### config.mk
export PLATFORM = sky130hd
export DESIGN_NAME = alu_8bit_flat
export DESIGN_NICKNAME = d
export VERILOG_FILES = /design/src/rtl/alu_8bit_if.sv /design/src/rtl/alu_8bit.sv /design/src/flat_wrapper.sv
export SDC_FILE = /design/constraint.sdc
export NUM_CORES = 1
export LEC_CHECK = 0
export ABC_CLOCK_PERIOD_IN_PS = 800
export BUFFER_PORTS_ARGS = -buffer_cell sky130_fd_sc_hd__buf_4
export CAP_MARGIN = 20
export CORE_UTILIZATION = 47
export CTS_BUF_LIST = sky130_fd_sc_hd__clkbuf_4 sky130_fd_sc_hd__clkbuf_8 sky130_fd_sc_hd__clkbuf_16
export CTS_CLUSTER_DIAMETER = 60
export DETAILED_ROUTE_END_ITERATION = 12
export PLACE_DENSITY = 0.73
export RECOVER_POWER = 25
export SYNTH_ARGS = -nofsm -noshare
export SYNTH_HDL_FRONTEND = slang
export SYNTH_SLANG_ARGS = --single-unit
### constraint.sdc
create_clock -name clk -period 0.8 [get_ports clk]
set_input_delay 0.08 -clock clk [delete_from_list [all_inputs] [get_ports clk]]
set_output_delay 0.08 -clock clk [all_outputs]
set_load 0.05 [all_outputs]
### src/rtl/alu_8bit_if.sv
// ---------------------------------------------------------------------------
// alu_8bit_if
// Bundles the operand/opcode request and the registered result/flag response
// of alu_8bit.
//
// Handshake: a request is taken on every rising clk edge where in_valid = 1.
// There is no ready/backpressure; the ALU accepts one operation per cycle.
// out_valid is high for exactly the cycle after an accepted request, and
// result/Cout/zero/ovf keep their last values while out_valid is low.
//
// Signals:
//   A, B      WIDTH  operands (unsigned or two's complement)
//   Cin       1      carry-in, used only by ADD
//   op        2      00 AND, 01 OR, 10 ADD, 11 XOR
//   in_valid  1      request valid this cycle
//   result    WIDTH  registered operation result
//   Cout      1      registered carry-out
//   zero      1      registered result == 0 flag
//   ovf       1      registered signed-overflow flag
//   out_valid 1      registered response valid
//
// Modports: master drives requests (bench / upstream), slave is the ALU.
// ---------------------------------------------------------------------------
interface alu_8bit_if #(
    parameter int WIDTH = 8
);
    logic [WIDTH-1:0] A;
    logic [WIDTH-1:0] B;
    logic             Cin;
    logic [1:0]       op;
    logic             in_valid;
    logic [WIDTH-1:0] result;
    logic             Cout;
    logic             zero;
    logic             ovf;
    logic             out_valid;

    modport master (
        output A, B, Cin, op, in_valid,
        input  result, Cout, zero, ovf, out_valid
    );

    modport slave (
        input  A, B, Cin, op, in_valid,
        output result, Cout, zero, ovf, out_valid
    );
endinterface

### src/rtl/alu_8bit.sv
// ---------------------------------------------------------------------------
// alu_8bit
// Single-stage registered ALU: AND / OR / ADD-with-carry / XOR. The operation
// is computed combinationally from the interface inputs and captured into the
// output registers on the rising edge where in_valid is high. When in_valid is
// low the result and flags hold and out_valid drops.
//
// Ports:
//   clk    input  sole clock, rising edge
//   rst_n  input  asynchronous active-low reset (release expected to be
//                 synchronous to clk)
//   bus    slave  alu_8bit_if: A, B, Cin, op, in_valid in;
//                 result, Cout, zero, ovf, out_valid out
//
// Reset values: result 0, Cout 0, ovf 0, out_valid 0, zero 1 (consistent with
// result == 0).
// ---------------------------------------------------------------------------
module alu_8bit #(
    parameter int WIDTH = 8
) (
    input  logic        clk,
    input  logic        rst_n,
    alu_8bit_if.slave   bus
);
    localparam logic [1:0] OP_AND = 2'b00;
    localparam logic [1:0] OP_OR  = 2'b01;
    localparam logic [1:0] OP_ADD = 2'b10;
    localparam logic [1:0] OP_XOR = 2'b11;

    localparam int MSB = WIDTH - 1;

    // WIDTH+1-bit sum so the carry-out falls out as the top bit.
    logic [WIDTH:0]   sum;
    logic [WIDTH-1:0] nxt_result;
    logic             nxt_cout;
    logic             nxt_ovf;

    assign sum = {1'b0, bus.A} + {1'b0, bus.B} + {{WIDTH{1'b0}}, bus.Cin};

    always_comb begin
        nxt_result = '0;
        nxt_cout   = 1'b0;
        nxt_ovf    = 1'b0;
        case (bus.op)
            OP_AND: nxt_result = bus.A & bus.B;
            OP_OR:  nxt_result = bus.A | bus.B;
            OP_ADD: begin
                nxt_result = sum[WIDTH-1:0];
                nxt_cout   = sum[WIDTH];
                // Signed overflow: operands share a sign the result does not.
                nxt_ovf    = (bus.A[MSB] == bus.B[MSB]) &&
                             (sum[MSB] != bus.A[MSB]);
            end
            OP_XOR: nxt_result = bus.A ^ bus.B;
            default: begin
                nxt_result = '0;
                nxt_cout   = 1'b0;
                nxt_ovf    = 1'b0;
            end
        endcase
    end

    // Output registers are the only state. The combinational result above is
    // only looked at when in_valid is high, so junk operands on idle cycles
    // never reach the outputs.
    always_ff @(posedge clk or negedge rst_n) begin
        if (!rst_n) begin
            bus.result    <= '0;
            bus.Cout      <= 1'b0;
            bus.zero      <= 1'b1;
            bus.ovf       <= 1'b0;
            bus.out_valid <= 1'b0;
        end else if (bus.in_valid) begin
            bus.result    <= nxt_result;
            bus.Cout      <= nxt_cout;
            bus.zero      <= (nxt_result == '0);
            bus.ovf       <= nxt_ovf;
            bus.out_valid <= 1'b1;
        end else begin
            bus.out_valid <= 1'b0;
        end
    end
endmodule

### src/flat_wrapper.sv
// flat-port wrapper written by rule: the top's interface ports become plain ports
module alu_8bit_flat 
#(
    parameter int WIDTH = 8
)
  (clk, rst_n, bus_A, bus_B, bus_Cin, bus_op, bus_in_valid, bus_result, bus_Cout, bus_zero, bus_ovf, bus_out_valid);
  alu_8bit_if #(.WIDTH(WIDTH)) bus_i ();
  input  logic clk;
  input  logic rst_n;
  input wire logic [$bits(bus_i.A)-1:0] bus_A;
  input wire logic [$bits(bus_i.B)-1:0] bus_B;
  input wire logic [$bits(bus_i.Cin)-1:0] bus_Cin;
  input wire logic [$bits(bus_i.op)-1:0] bus_op;
  input wire logic [$bits(bus_i.in_valid)-1:0] bus_in_valid;
  output wire logic [$bits(bus_i.result)-1:0] bus_result;
  output wire logic [$bits(bus_i.Cout)-1:0] bus_Cout;
  output wire logic [$bits(bus_i.zero)-1:0] bus_zero;
  output wire logic [$bits(bus_i.ovf)-1:0] bus_ovf;
  output wire logic [$bits(bus_i.out_valid)-1:0] bus_out_valid;
  assign bus_i.A = bus_A;
  assign bus_i.B = bus_B;
  assign bus_i.Cin = bus_Cin;
  assign bus_i.op = bus_op;
  assign bus_i.in_valid = bus_in_valid;
  assign bus_result = bus_i.result;
  assign bus_Cout = bus_i.Cout;
  assign bus_zero = bus_i.zero;
  assign bus_ovf = bus_i.ovf;
  assign bus_out_valid = bus_i.out_valid;
  alu_8bit #(.WIDTH(WIDTH)) u_core (.clk(clk), .rst_n(rst_n), .bus(bus_i));
endmodule
Yosys cells after proc, flatten, opt, wreduce, memory -nomap -nowiden. Index checks and enable logic that the tools add are counted.

Bits in registers: 12. Bits in latches: 0. Bits in writable memories: 0. Bits in read-only memories: 0. Bits of input ports: 22. Output and inout bits: 12. Word-level logic and storage cells: 22. Memories: 0.

Add/sub/neg operators: 2. Multipliers: 0. Div/mod/pow operators: 0. Order comparisons: 0. Equality and inequality tests: 5. Shift operators: 0. Multiplexer cells: 4. Bitwise operators: 3. Reduce and logical (&&, ||, !) cells: 3.

Operators with widths (count): $pmux W8 S4 (1); $add A8 B8 Y9 (1); $add A9 B1 Y9 (1); $and A8 B8 Y8 (1); $logic_not A8 Y1 (1); $or A8 B8 Y8 (1); $xor A8 B8 Y8 (1); $eq A2 B2 Y1 const B (2); $mux W1 (3); $eq A2 B1 Y1 const B (1); $logic_not A2 Y1 (1); $eq A1 B1 Y1 (1); $logic_and A1 B1 Y1 (1); $ne A1 B1 Y1 (1).

Depth between registers and ports, before layout.
Word-level depth: 5. Gate-level depth with buffers: 9. Depth with buffers taken out: 9.

Worst setup path after synthesis. Ideal clock, no wire load.

Kind: input -> register. Start point: input port bus_Cin. End point: register u_core.bus.zero. Setup time: 95 ps. Data arrival time: 1820 ps. Required time: 705 ps. Path slack: -1115 ps. Stages on the path: 8. Buffers on the path: 0. Path through: fa_1 -> inv_1 -> fa_1 -> mux4_1 -> nand2_1 -> nor3b_2 -> nand4_1 -> o32ai_2.

Longest elaborated chain between the ends: 3.

RTL lines: start, declared (RTL line flat_wrapper.sv:12) `input wire logic [$bits(bus_i.Cin)-1:0] bus_Cin;`; $add A9 B1 Y9 (RTL line alu_8bit.sv:38) `assign sum = {1'b0, bus.A} + {1'b0, bus.B} + {{WIDTH{1'b0}}, bus.Cin};`; $pmux W8 S4 (RTL line alu_8bit.sv:44) `case (bus.op)`; $logic_not A8 Y1 (RTL line alu_8bit.sv:76) `bus.zero <= (nxt_result == '0);`; end signal, assigned (RTL line alu_8bit.sv:76); end, declared (RTL line alu_8bit_if.sv:45) `output result, Cout, zero, ovf, out_valid`.

Every way passes these cells. A chain may end at the register's enable or synchronous reset.

Worst setup path after layout.
Start point: input port bus_A[0]. End point: register u_core.bus.zero.

Longest elaborated chain between the ends: 4. Elaborated cells between the ends (all ways): 7. Those cells by class: add/sub: 2; mux: 1; bitwise: 3; reduce/logical: 1.

RTL lines: start, declared (RTL line flat_wrapper.sv:10) `input wire logic [$bits(bus_i.A)-1:0] bus_A;`; $add A8 B8 Y9 (RTL line alu_8bit.sv:38); $add A9 B1 Y9 (RTL line alu_8bit.sv:38); $pmux W8 S4 * (RTL line alu_8bit.sv:44); $logic_not A8 Y1 * (RTL line alu_8bit.sv:76).

Every way passes the cells marked *; elsewhere a longest branch is shown, timed or not.

==> flow_summary.json <==
{
  "worst_slack_ns": -0.833,
  "async_flop_share_pct": 100,
  "multi_input_area_um2": 890,
  "ios": 34,
  "drc_errors": 0,
  "synth_seq_cells": 12,
  "fin_worst_skew_ns": 0,
  "syn_to_final_growth_pct": 60.0,
  "synth_nets": 181,
  "grt_pass1_vias": 1242,
  "regArea_um2": 302,
  "core_area_um2": 2480,
  "grt_max_degree": 14,
  "synth-edff-count": 0,
  "ys.flop_type": "dfrtp_1",
  "synth_top_cell_by_area": "dfrtp_1",
  "io_buffers": 33,
  "ys_types": 37,
  "clock_path_buffers": 2,
  "diodes": 0,
  "die_area_um2": 2830,
  "power_w": 0.00274,
  "overflow": 0,
  "startpoint": "bus_A[0]",
  "path_depth": 9,
  "ys_seq_area_share_pct": 24.5,
  "worst-path-buf-inv": 2,
  "syn_area_um2": 1230,
  "powerDensity_nw_per_um2": 1390,
  "drt-initial-drc-count": 8,
  "pre_cts_ws_ns": -1.16,
  "detail-route-antenna-nets": 0,
  "critPathTopFamily": "adder cells",
  "crit_chain": "buf_8 > fa_2 > inv_2 > fa_2 > mux4_2 > nand2_2 > nor3b_2 > nand4_1 > o32ai_2",
  "num_vias": 1237,
  "yosysMostFrequentCell": "inv_1",
  "crit_fanout": 2,
  "crit_slowest_cell": "mux4_2",
  "hold_depth": 2,
  "grt_antenna_before_repair": 0,
  "final_core_util_pct": 79.6,
  "worst_slew_pin_slew_ns": 0.355,
  "p_leak_nw": 0.990,
  "worst_path_largest_cell_delay_ns": 0.47,
  "fin_nets": 253,
  "via_per_inst": 5.11,
  "wl_per_cell_um": 13.6,
  "start_util_pct": 49.7,
  "yosysTopAreaCellShare_pct": 22.3,
  "setup_viol": 23,
  "fmax_mhz": 612,
  "critPathKind": "in2reg",
  "cts_tree": "built",
  "routabilityCongestion": 0.803,
  "num-fill-cells": 159,
  "r2r_cells": 2,
  "drv_cap": 0,
  "rsz0062_at_grt": "true",
  "arrival_ns": 1.84,
  "syn_avg_cell_area_um2": 8.74,
  "ys_top_cells_by_area": "dfrtp_1, ha_1, inv_1, nor2_1, a21oi_1",
  "hpwl_um": 2420,
  "critical-path-top-cell-by-count": "fa_2",
  "syn-instance-count": 141,
  "cts-htree-levels": 1,
  "slew_viol_final": 0,
  "drt_wl_total_um": 3300,
  "max-slew-margin-rel_pct": 75.9,
  "failed_checks": "setup timing",
  "synthTopCellsByCount": "inv_1, nor2_1, ha_1, a21oi_1, dfrtp_1",
  "cts_sinks": 12,
  "clk_latency_ns": 0.27,
  "worstPathRequired_ns": 1.01,
  "drive_gt1_share_pct": 48.1,
  "min_from": "bus_in_valid",
  "r2r_start": "u_core.bus.result[7]",
  "status": "complete, but fails checks",
  "cp-start-kind": "input pin",
  "die_w_um": 53.2,
  "ir_drop_uv": 1560,
  "chipHeight_um": 53.2,
  "grt_first_pass_wirelength_um": 5200,
  "yosysWarnings": 0,
  "hold_path.class": "in2reg",
  "dr.pass1.iters": 4,
  "end_kind": "flip-flop",
  "root_buffer": "clkbuf_4",
  "fin_crit_sh_pct": 204,
  "clk_pin_slew_ns": 0.08,
  "cts_buffers": 3,
  "timing_hold_violations_final": 0,
  "placementRows": 18,
  "fin_crit_ns": 1.63,
  "track_usage_pct": 25.0
}
==> per-layer routing <==
| layer | share of wire (%) | vias up | global-route usage [%] |
|---|---|---|---|
| met1 | 42 | 590 | 28.3 |
| li1 | - | 613 | - |
| met3 | 2.7 | 6 | 2.01 |
| met4 | 1.2 | 0 | 6.14 |
| met5 | 0 | - | 0 |
| met2 | 54 | 28 | 48.8 |
==> sequential cells by signal, summed over array words and instances, names as in the netlist <==
signal / flops
u_core.bus.Cout: 1
u_core.bus.out_valid: 1
u_core.bus.ovf: 1
u_core.bus.result: 8
u_core.bus.zero: 1
==> stage by stage <==
step	hold slack, ns	instance area [um2]	std cells	setup TNS [ns]
3_5_place_dp	-0.0739	1750	230	-10.54
6_report	0.122	1970	242	-8.49
4_1_cts	0.0844	1900	238	-8.43
3_3_place_gp	-0.0786	1750	230	-10.16
5_1_grt	0.116	1970	242	-9.54
2_1_floorplan	-0.216	1250	141	-7.48
==> area by class of cell <==
cell class                 instances  share of cell area [%]
multi-input combinational        100                    45.1
timing repair buffer              72                    31.3
sequential                        12                    15.3
inverter                          24                    4.57
tap                               30                    1.90
clock buffer                       4                    1.84
==> layout by cell type (no fill, tap or decap), drive strengths merged, types with 2 or more instances in the layout <==
master and n:
xor2 5, buf 69, mux2i 2, a21oi 12, nor2 19, ha 16
fa 2, o21a 3, inv 24, o21ai 9, dfrtp 11, nand2b 2
clkbuf 6, mux4 2, a211oi 5, mux2 3, nand2 6, nor3b 2
==> path summary, 6_finish.rpt <==
kind | slack (ns) | endpoint
min in group asynchronous | 0.24 | u_core.bus.Cout
worst min register to register | 0.51 | u_core.bus.zero
worst min-delay path | 0.12 | u_core.bus.out_valid
worst max-delay path | -0.83 | u_core.bus.zero
worst max register to register | -0.14 | u_core.bus.result[7]
max in group asynchronous | 0.27 | u_core.bus.zero
==> report_power, final <==
group          switching (W)  leakage (nW)  internal [W]
Sequential         0.0000627         0.139      0.000683
Clock               0.000218        0.0210      0.000277
Combinational       0.000788         0.830      0.000715
Total                0.00107         0.990       0.00167
==> what timing repair did <==
item,in CTS,in global routing
gates resized for setup,23,12
setup buffers,3,5
hold endpoints to repair,12,0
hold buffers,1,0
endpoints found under the setup margin,23,23
pin swaps,6,13
gates cloned,0,0
==> cells by family (layout without fill, tap and decap cells) <==
group / after synthesis / after routing / synth area share (%)
AND/OR/NAND/NOR: 35 / 35 / 13.7
flip-flops: 12 / 12 / 24.5
buffers and inverters: 29 / 100 / 10.3
AO/OA/AOI/OAI: 34 / 34 / 19.5
XOR/XNOR: 6 / 6 / 4.26
adder cells (fa/ha/maj): 18 / 18 / 19.5
multiplexers: 7 / 7 / 8.33
(Power assumes the default switching activity.)
